--- src/rtl/spi_peripheral.sv ---
// spi_peripheral: SPI mode-0 peripheral, oversampled in clk48, with a one-entry transmit buffer
module spi_peripheral #(
  parameter int WIDTH = 8,
  parameter int SYNC_STAGES = 2
) (
  input  logic             clk48,
  input  logic             rst,
  input  logic             sclk,
  input  logic             ss_n,
  input  logic             mosi,
  output logic             miso,
  output logic             miso_oe,
  output logic [WIDTH-1:0] rx_data,
  output logic             rx_valid,
  input  logic [WIDTH-1:0] tx_data,
  input  logic             tx_valid,
  output logic             tx_ready,
  output logic             tx_underrun,
  output logic             busy
);
  localparam int CW = (WIDTH > 1) ? $clog2(WIDTH) : 1;
  typedef enum logic {IDLE, ACTIVE} state_t;
  state_t state_q;
  logic [SYNC_STAGES-1:0] sclk_sq, ss_sq, mosi_sq;
  logic sclk_hq, ss_hq;
  logic [CW-1:0] bit_cnt_q;
  logic [WIDTH-1:0] rx_shift_q, tx_shift_q, buf_q, rx_data_q;
  logic rx_valid_q, miso_q, miso_oe_q, busy_q, tx_ready_q, tx_underrun_q;
  logic sclk_s, ss_s, mosi_s, sclk_rise, sclk_fall, ss_rise, ss_fall;
  logic load, wr, last;
  logic [WIDTH-1:0] load_d, rx_d, tx_d;
  assign sclk_s = sclk_sq[SYNC_STAGES-1];
  assign ss_s = ss_sq[SYNC_STAGES-1];
  assign mosi_s = mosi_sq[SYNC_STAGES-1];
  assign sclk_rise = sclk_s & ~sclk_hq;
  assign sclk_fall = ~sclk_s & sclk_hq;
  assign ss_rise = ss_s & ~ss_hq;
  assign ss_fall = ~ss_s & ss_hq;
  assign wr = tx_valid & tx_ready_q;
  assign last = bit_cnt_q == CW'(WIDTH - 1);
  assign load_d = tx_ready_q ? '0 : buf_q;
  assign rx_d = {rx_shift_q[WIDTH-2:0], mosi_s};
  assign tx_d = (bit_cnt_q == '0) ? load_d : tx_shift_q << 1;
  // A load happens at frame start and at each word boundary on a falling SCLK edge, unless ss_n rises first
  assign load = (state_q == IDLE) ? ss_fall : (~ss_rise & sclk_fall & (bit_cnt_q == '0));
  // Synchronize the asynchronous pins and keep one history flop for edge detection
  always_ff @(posedge clk48) begin
    if (rst) begin
      sclk_sq <= '0;
      ss_sq <= '1;
      mosi_sq <= '0;
      sclk_hq <= 1'b0;
      ss_hq <= 1'b1;
    end else begin
      sclk_sq <= {sclk_sq[SYNC_STAGES-2:0], sclk};
      ss_sq <= {ss_sq[SYNC_STAGES-2:0], ss_n};
      mosi_sq <= {mosi_sq[SYNC_STAGES-2:0], mosi};
      sclk_hq <= sclk_s;
      ss_hq <= ss_s;
    end
  end
  // Transmit buffer: a write fills it, a load empties it; a write in a load cycle waits for the next word
  always_ff @(posedge clk48) begin
    if (rst) begin
      buf_q <= '0;
      tx_ready_q <= 1'b1;
      tx_underrun_q <= 1'b0;
    end else begin
      buf_q <= wr ? tx_data : buf_q;
      tx_ready_q <= wr ? 1'b0 : (load ? 1'b1 : tx_ready_q);
      tx_underrun_q <= load & tx_ready_q;
    end
  end
  // Frame state machine; ss_n rising takes priority over any coincident SCLK edge
  always_ff @(posedge clk48) begin
    if (rst) begin
      state_q <= IDLE;
      bit_cnt_q <= '0;
      rx_shift_q <= '0;
      tx_shift_q <= '0;
      rx_data_q <= '0;
      rx_valid_q <= 1'b0;
      miso_q <= 1'b0;
      miso_oe_q <= 1'b0;
      busy_q <= 1'b0;
    end else begin
      rx_valid_q <= 1'b0;
      if (state_q == IDLE) begin
        if (ss_fall) begin
          state_q <= ACTIVE;
          bit_cnt_q <= '0;
          miso_oe_q <= 1'b1;
          busy_q <= 1'b1;
          tx_shift_q <= load_d;
          miso_q <= load_d[WIDTH-1];
        end
      end else if (ss_rise) begin
        state_q <= IDLE;
        bit_cnt_q <= '0;
        miso_oe_q <= 1'b0;
        miso_q <= 1'b0;
        busy_q <= 1'b0;
      end else if (sclk_rise) begin
        rx_shift_q <= rx_d;
        bit_cnt_q <= last ? '0 : bit_cnt_q + 1'b1;
        if (last) begin
          rx_data_q <= rx_d;
          rx_valid_q <= 1'b1;
        end
      end else if (sclk_fall) begin
        tx_shift_q <= tx_d;
        miso_q <= tx_d[WIDTH-1];
      end
    end
  end
  assign miso = miso_q;
  assign miso_oe = miso_oe_q;
  assign rx_data = rx_data_q;
  assign rx_valid = rx_valid_q;
  assign tx_ready = tx_ready_q;
  assign tx_underrun = tx_underrun_q;
  assign busy = busy_q;
endmodule
--- config.mk ---
export PLATFORM = sky130hd
export DESIGN_NAME = spi_peripheral
export DESIGN_NICKNAME = d
export VERILOG_FILES = /design/src/rtl/spi_peripheral.sv
export SDC_FILE = /design/constraint.sdc
export NUM_CORES = 1
export LEC_CHECK = 0
export ABC_AREA = 1
export CAP_MARGIN = 15
export CORE_ASPECT_RATIO = 1.5
export CORE_MARGIN = 1
export CORE_UTILIZATION = 50
export DETAILED_ROUTE_END_ITERATION = 8
export PLACE_DENSITY = 0.86
export SLEW_MARGIN = 25
export SYNTH_ARGS = -nofsm -noshare
export SYNTH_HDL_FRONTEND = slang
export SYNTH_SLANG_ARGS = --single-unit
--- constraint.sdc ---
create_clock -name clk48 -period 1.5 [get_ports clk48]
set_clock_uncertainty 0.1 [all_clocks]
set_input_delay 0.3 -clock clk48 [delete_from_list [all_inputs] [get_ports clk48]]
set_output_delay 0.3 -clock clk48 [all_outputs]
set_load 0.02 [all_outputs]
After elaboration in Yosys (flattened, before gate mapping):

Index checks and enable logic that the tools add are counted.

* register bits after elaboration: 47
* logic and storage cells: 77
* input port bits: 14
* output and inout bits: 14

* reductions and logical operators: 10
* add/subtract/negate cells: 1
* bitwise gates (word level): 15
* eq/ne operators: 8
* multiplexer cells: 27

Operator list (number)
* two-way mux 7 bit: 5
* two-way mux 8 bit: 2
* two-way mux 1 bit: 15
* two-way mux 3 bit: 5
* bitwise AND 1 bit: 8
* AND reduction 4 bit: 2
* NOT 1 bit: 7
* inequality test 3 x 1 -> 1 bit (second input constant): 2
* AND reduction 3 bit: 2
* inequality test 2 x 1 -> 1 bit (second input constant): 2
* inequality test 2 bit (second input constant): 2
* AND reduction 2 bit: 2
* nonzero test 2 bit: 2
* OR reduction 4 bit: 1
* adder 3 x 1 -> 3 bit (second input constant): 1
* equality test 3 bit (second input constant): 1
* logical NOT 3 bit: 1
* inequality test 3 x 2 -> 1 bit (second input constant): 1

Logic depth before layout (Yosys ltp):

* depth in word-level cells: 8
* depth in mapped cells: 9
* depth with buffers taken out: 9

Least setup slack after synthesis:

OpenSTA, ideal clock, no wires.

* path kind: register to register
* from: register bit_cnt_q[0]
* to: register tx_ready_q (netlist: tx_ready)
* library setup time: 126 ps
* clock period less this slack: 1350 ps
* slack: 150 ps
* data required time: 1274 ps
* path buffers: 0
* arrival time: 1125 ps
* stages on the path, launching flop included: 9
* path through: dfxtp_1 > inv_1 > ha_1 > nand2_1 > nand2_2 > nand2_1 > nand2_1 > nand2_1 > nand2_1

* word-level cells in the longest chain between the ends: 4

RTL lines
* start: declaration: RTL line 26 `logic [CW-1:0] bit_cnt_q;`
* start signal: assignment: RTL line 105 `bit_cnt_q <= last ? '0 : bit_cnt_q + 1'b1;`
* logical NOT 3 bit: RTL line 45 `assign load = (state_q == IDLE) ? ss_fall : (~ss_rise & sclk_fall & (bit_cnt_q == '0));`
* bitwise AND 1 bit: RTL line 45
* two-way mux 1 bit: RTL line 45
* nonzero test 2 bit (no line)
* end signal: assignment: RTL line 70 `tx_ready_q <= wr ? 1'b0 : (load ? 1'b1 : tx_ready_q);`
* end: declaration: RTL line 28 `logic rx_valid_q, miso_q, miso_oe_q, busy_q, tx_ready_q, tx_underrun_q;`

Every way passes these cells.
A chain may end at the register's enable or synchronous reset.

Worst setup path after layout:

* from: register miso_q (netlist: miso)
* to: output miso

RTL lines
* start: declaration: RTL line 28
* start signal: assignment: RTL line 95 `miso_q <= load_d[WIDTH-1];`
* start signal: assignment: RTL line 112 `miso_q <= tx_d[WIDTH-1];`
* end: declaration: RTL line 11 `output logic miso,`

No word-level cell between the ends.

==> flow_summary_export.csv <==
group,metric,value,unit
clocking,cts_buffer_depth,2,
timing,post-route-min-period,1.40,ns
die,rows,26,
clocking,clock-sinks,47,
logic_synthesis,synth_cells,251,
clocking,htreeDepth,2,
die,io_pins,28,
power,power_density,1030,nW/um^2
logic_synthesis,syn-num-nets,268,
cells_and_area,fin_nets,299,
drt,wl_per_cell,11.1,um
placed_design,placement.io_buffers,27,
drt,avgViaCountPerCell,4.96,
logic_synthesis,synth_seq_cells,47,
drt,postRouteAntennaNets,0,
die,die-area,4000,sq um
placed_design,gp_congestion,0.761,
logic_synthesis,yosysSeqAreaShare,50.3,%
timing,rsz0062_at_grt,"no",
global_route,overflow,0,
critical_path,end_kind,"output port",
timing,maxSlewViolCount,0,
run_status,outcome,"finished, final reports clean",
timing,hold_viol,0,
die,coreArea,3480,sq um
logic_synthesis,yosysWarnings,0,
logic_synthesis,synth_area_leaders,"dfxtp_1 (50%), nor2_1 (14%), nand3_1 (7.8%)",
timing,clock.fmax,0.714,GHz
power,peakVddDrop,1.11,mV
timing,setup_tns,0,ns
logic_synthesis,netlist.area_leader.share,50.3,%
critical_path,setup.worst_path.start_class,"flip-flop",
power,power_leakage,1.09,nW
global_route,antenna_found_initial,0,
drt,dr.pass1.iters,4,
critical_path,crit_required,1.10,ns
clocking,worstSkewPairLatency,0.30,ns
timing,setup_viol,0,
cells_and_area,drive_gt1_share,9.57,%
min_path,hold_class,"reg2reg",
critical_path,cpLargestDelayFamily,"flip-flops",
logic_synthesis,ys_types,21,
critical_path,critPathBufInv,1,
clocking,cts_buffers,5,
cells_and_area,mostFrequentLayoutCells,"nor2_1 (68), dfxtp_1 (46), nand2_1 (38)",
cells_and_area,synthToLayoutAreaGrowth,21.5,%
clocking,clk_pin_slew_worst_paths,0.08,ns
logic_synthesis,syn_avg_cell_area,7.46,sq um
run,cap_violations,0,
placed_design,hpwl,2420,um
drt,totalWireLength,3600,um
die,die_h,76.9,um
drt,num_vias,1607,
timing,fin_crit_sh,93.4,%
timing,fin_ws,0.0997,ns
critical_path,cp_cell_sequence,"dlygate4sd2_1",
timing,hold_ws,0.306,ns
global_route,grtUsageTotal,19.6,%
clocking,cts_tree,"done",
logic_synthesis,netlist_area,1870,sq um
global_route,grt_max_degree,37,
global_route,grt_pass1_wl,6020,um
placed_design,place_ws,-0.0313,ns
critical_path,timing_worst_setup_path_type,"reg2out",
timing,worst_slew_pin_slew,0.339,ns
die,die_width,52.0,um
timing,maxSlewHeadroom,77.3,%
drt,drcViolationCount,0,
cells_and_area,num_antenna_cells,0,
critical_path,cp_slowest_stage_delay,0.36,ns
drt,drt_iter0_drc,46,
critical_path,cp.arrival,1.00,ns
clocking,hold_buffers,0,
critical_path,crit_fanout,2,
global_route,grt_pass1_vias,1494,
die,initial_core_util,53.8,%
critical_path,crit_path_top_delay_cell,"dfxtp_1",
cells_and_area,final_common_cell,"nor2_1",
clocking,cts_root_buffer,"clkbuf_8",
logic_synthesis,synth.largest_area_cell,"dfxtp_1",
[flip-flops by register name, indices dropped and copies added, names as in the netlist, 2 cells and up]
| signal | count |
|---|---|
| bit_cnt_q | 3 |
| buf_q | 8 |
| mosi_sq | 2 |
| rx_data | 8 |
| rx_shift_q | 7 |
| sclk_sq | 2 |
| ss_sq | 2 |
| tx_shift_q | 7 |
[through the flow]
step | area (sq um) | power [W] | utilization [%] | std cells
after floorplan | 1870 | 0.00152 | - | 251
final | 2270 | 0.00235 | 65.3 | 324
after global placement | 2200 | 0.00161 | 63.2 | 317
after global routing | 2270 | 0.00246 | 65.3 | 324
after detailed placement | 2200 | 0.00162 | 63.2 | 317
after CTS | 2270 | 0.00237 | 65.2 | 324
[cells in the mapped netlist]
cell type   n
nor2_1     68
dfxtp_1    47
nand2_1    38
nand3_1    29
inv_1      19
o21ai_0    15
o21ai_1     7
inv_2       5
clkbuf_1    4
ha_1        3
a21oi_1     2
buf_4       2
nand2_2     2
nor2_4      2
or2_2       2
buf_2       1
buf_6       1
nand2_4     1
nand3_2     1
nor2_8      1
nor3_1      1
[cells by family (layout without fill, tap and decap cells)]
kind of cell             after synthesis  count (layout)  synth area share (%)
adder cells (fa/ha/maj)                3               3                  2.01
AO/OA/AOI/OAI                         24              24                  6.42
AND/OR/NAND/NOR                      145             145                  34.0
flip-flops                            47              47                  50.3
buffers and inverters                 32              63                  7.29
[area by class of cell]
cell class,count,area [sq um]
Multi-Input combinational cell,172,800
Clock inverter,1,5.00
Tap cell,42,52.6
Inverter,24,90.1
Sequential cell,47,942
Clock buffer,6,82.6
Fill cell,312,1210
Timing Repair Buffer,32,303
[where the power goes]
| group | internal [W] | leakage (nW) | switching [W] |
|---|---|---|---|
| Sequential | 0.00130 | 0.384 | 0.0000353 |
| Clock | 0.000362 | 0.0470 | 0.000393 |
| Combinational | 0.000109 | 0.663 | 0.000145 |
| Total | 0.00177 | 1.09 | 0.000574 |
[worst paths after layout]
check | endpoint | slack [ns] | depth (start not counted) | from
min reg2reg | sclk_sq[1] | 0.31 | 2 | sclk_sq[0]
max reg2reg | tx_ready | 0.11 | 8 | bit_cnt_q[0]
max | miso | 0.1 | 1 | miso
min | sclk_sq[1] | 0.31 | 2 | sclk_sq[0]
[repair_timing]
action                     in CTS  in global routing
buffers inserted                0                  0
resized for setup              14                  2
setup endpoints to repair      14                  5
[per-layer routing]
layer | track usage [%] | wire (um) | up-vias
li1 | - | - | 844
met1 | 21.0 | 1490 | 715
met2 | 34.6 | 1870 | 40
met3 | 4.76 | 162 | 8
met4 | 8.38 | 74 | 0
met5 | 0 | 0 | -
[worst register-to-register path: cells and delay by family, from the launching register on]
family	cells	cell delay [ns]
buffers and inverters	1	0.06
adders and majority gates	1	0.20
DFF	1	0.38
and+or+nand+nor	6	0.53
Power figures use the tool's default switching activity.
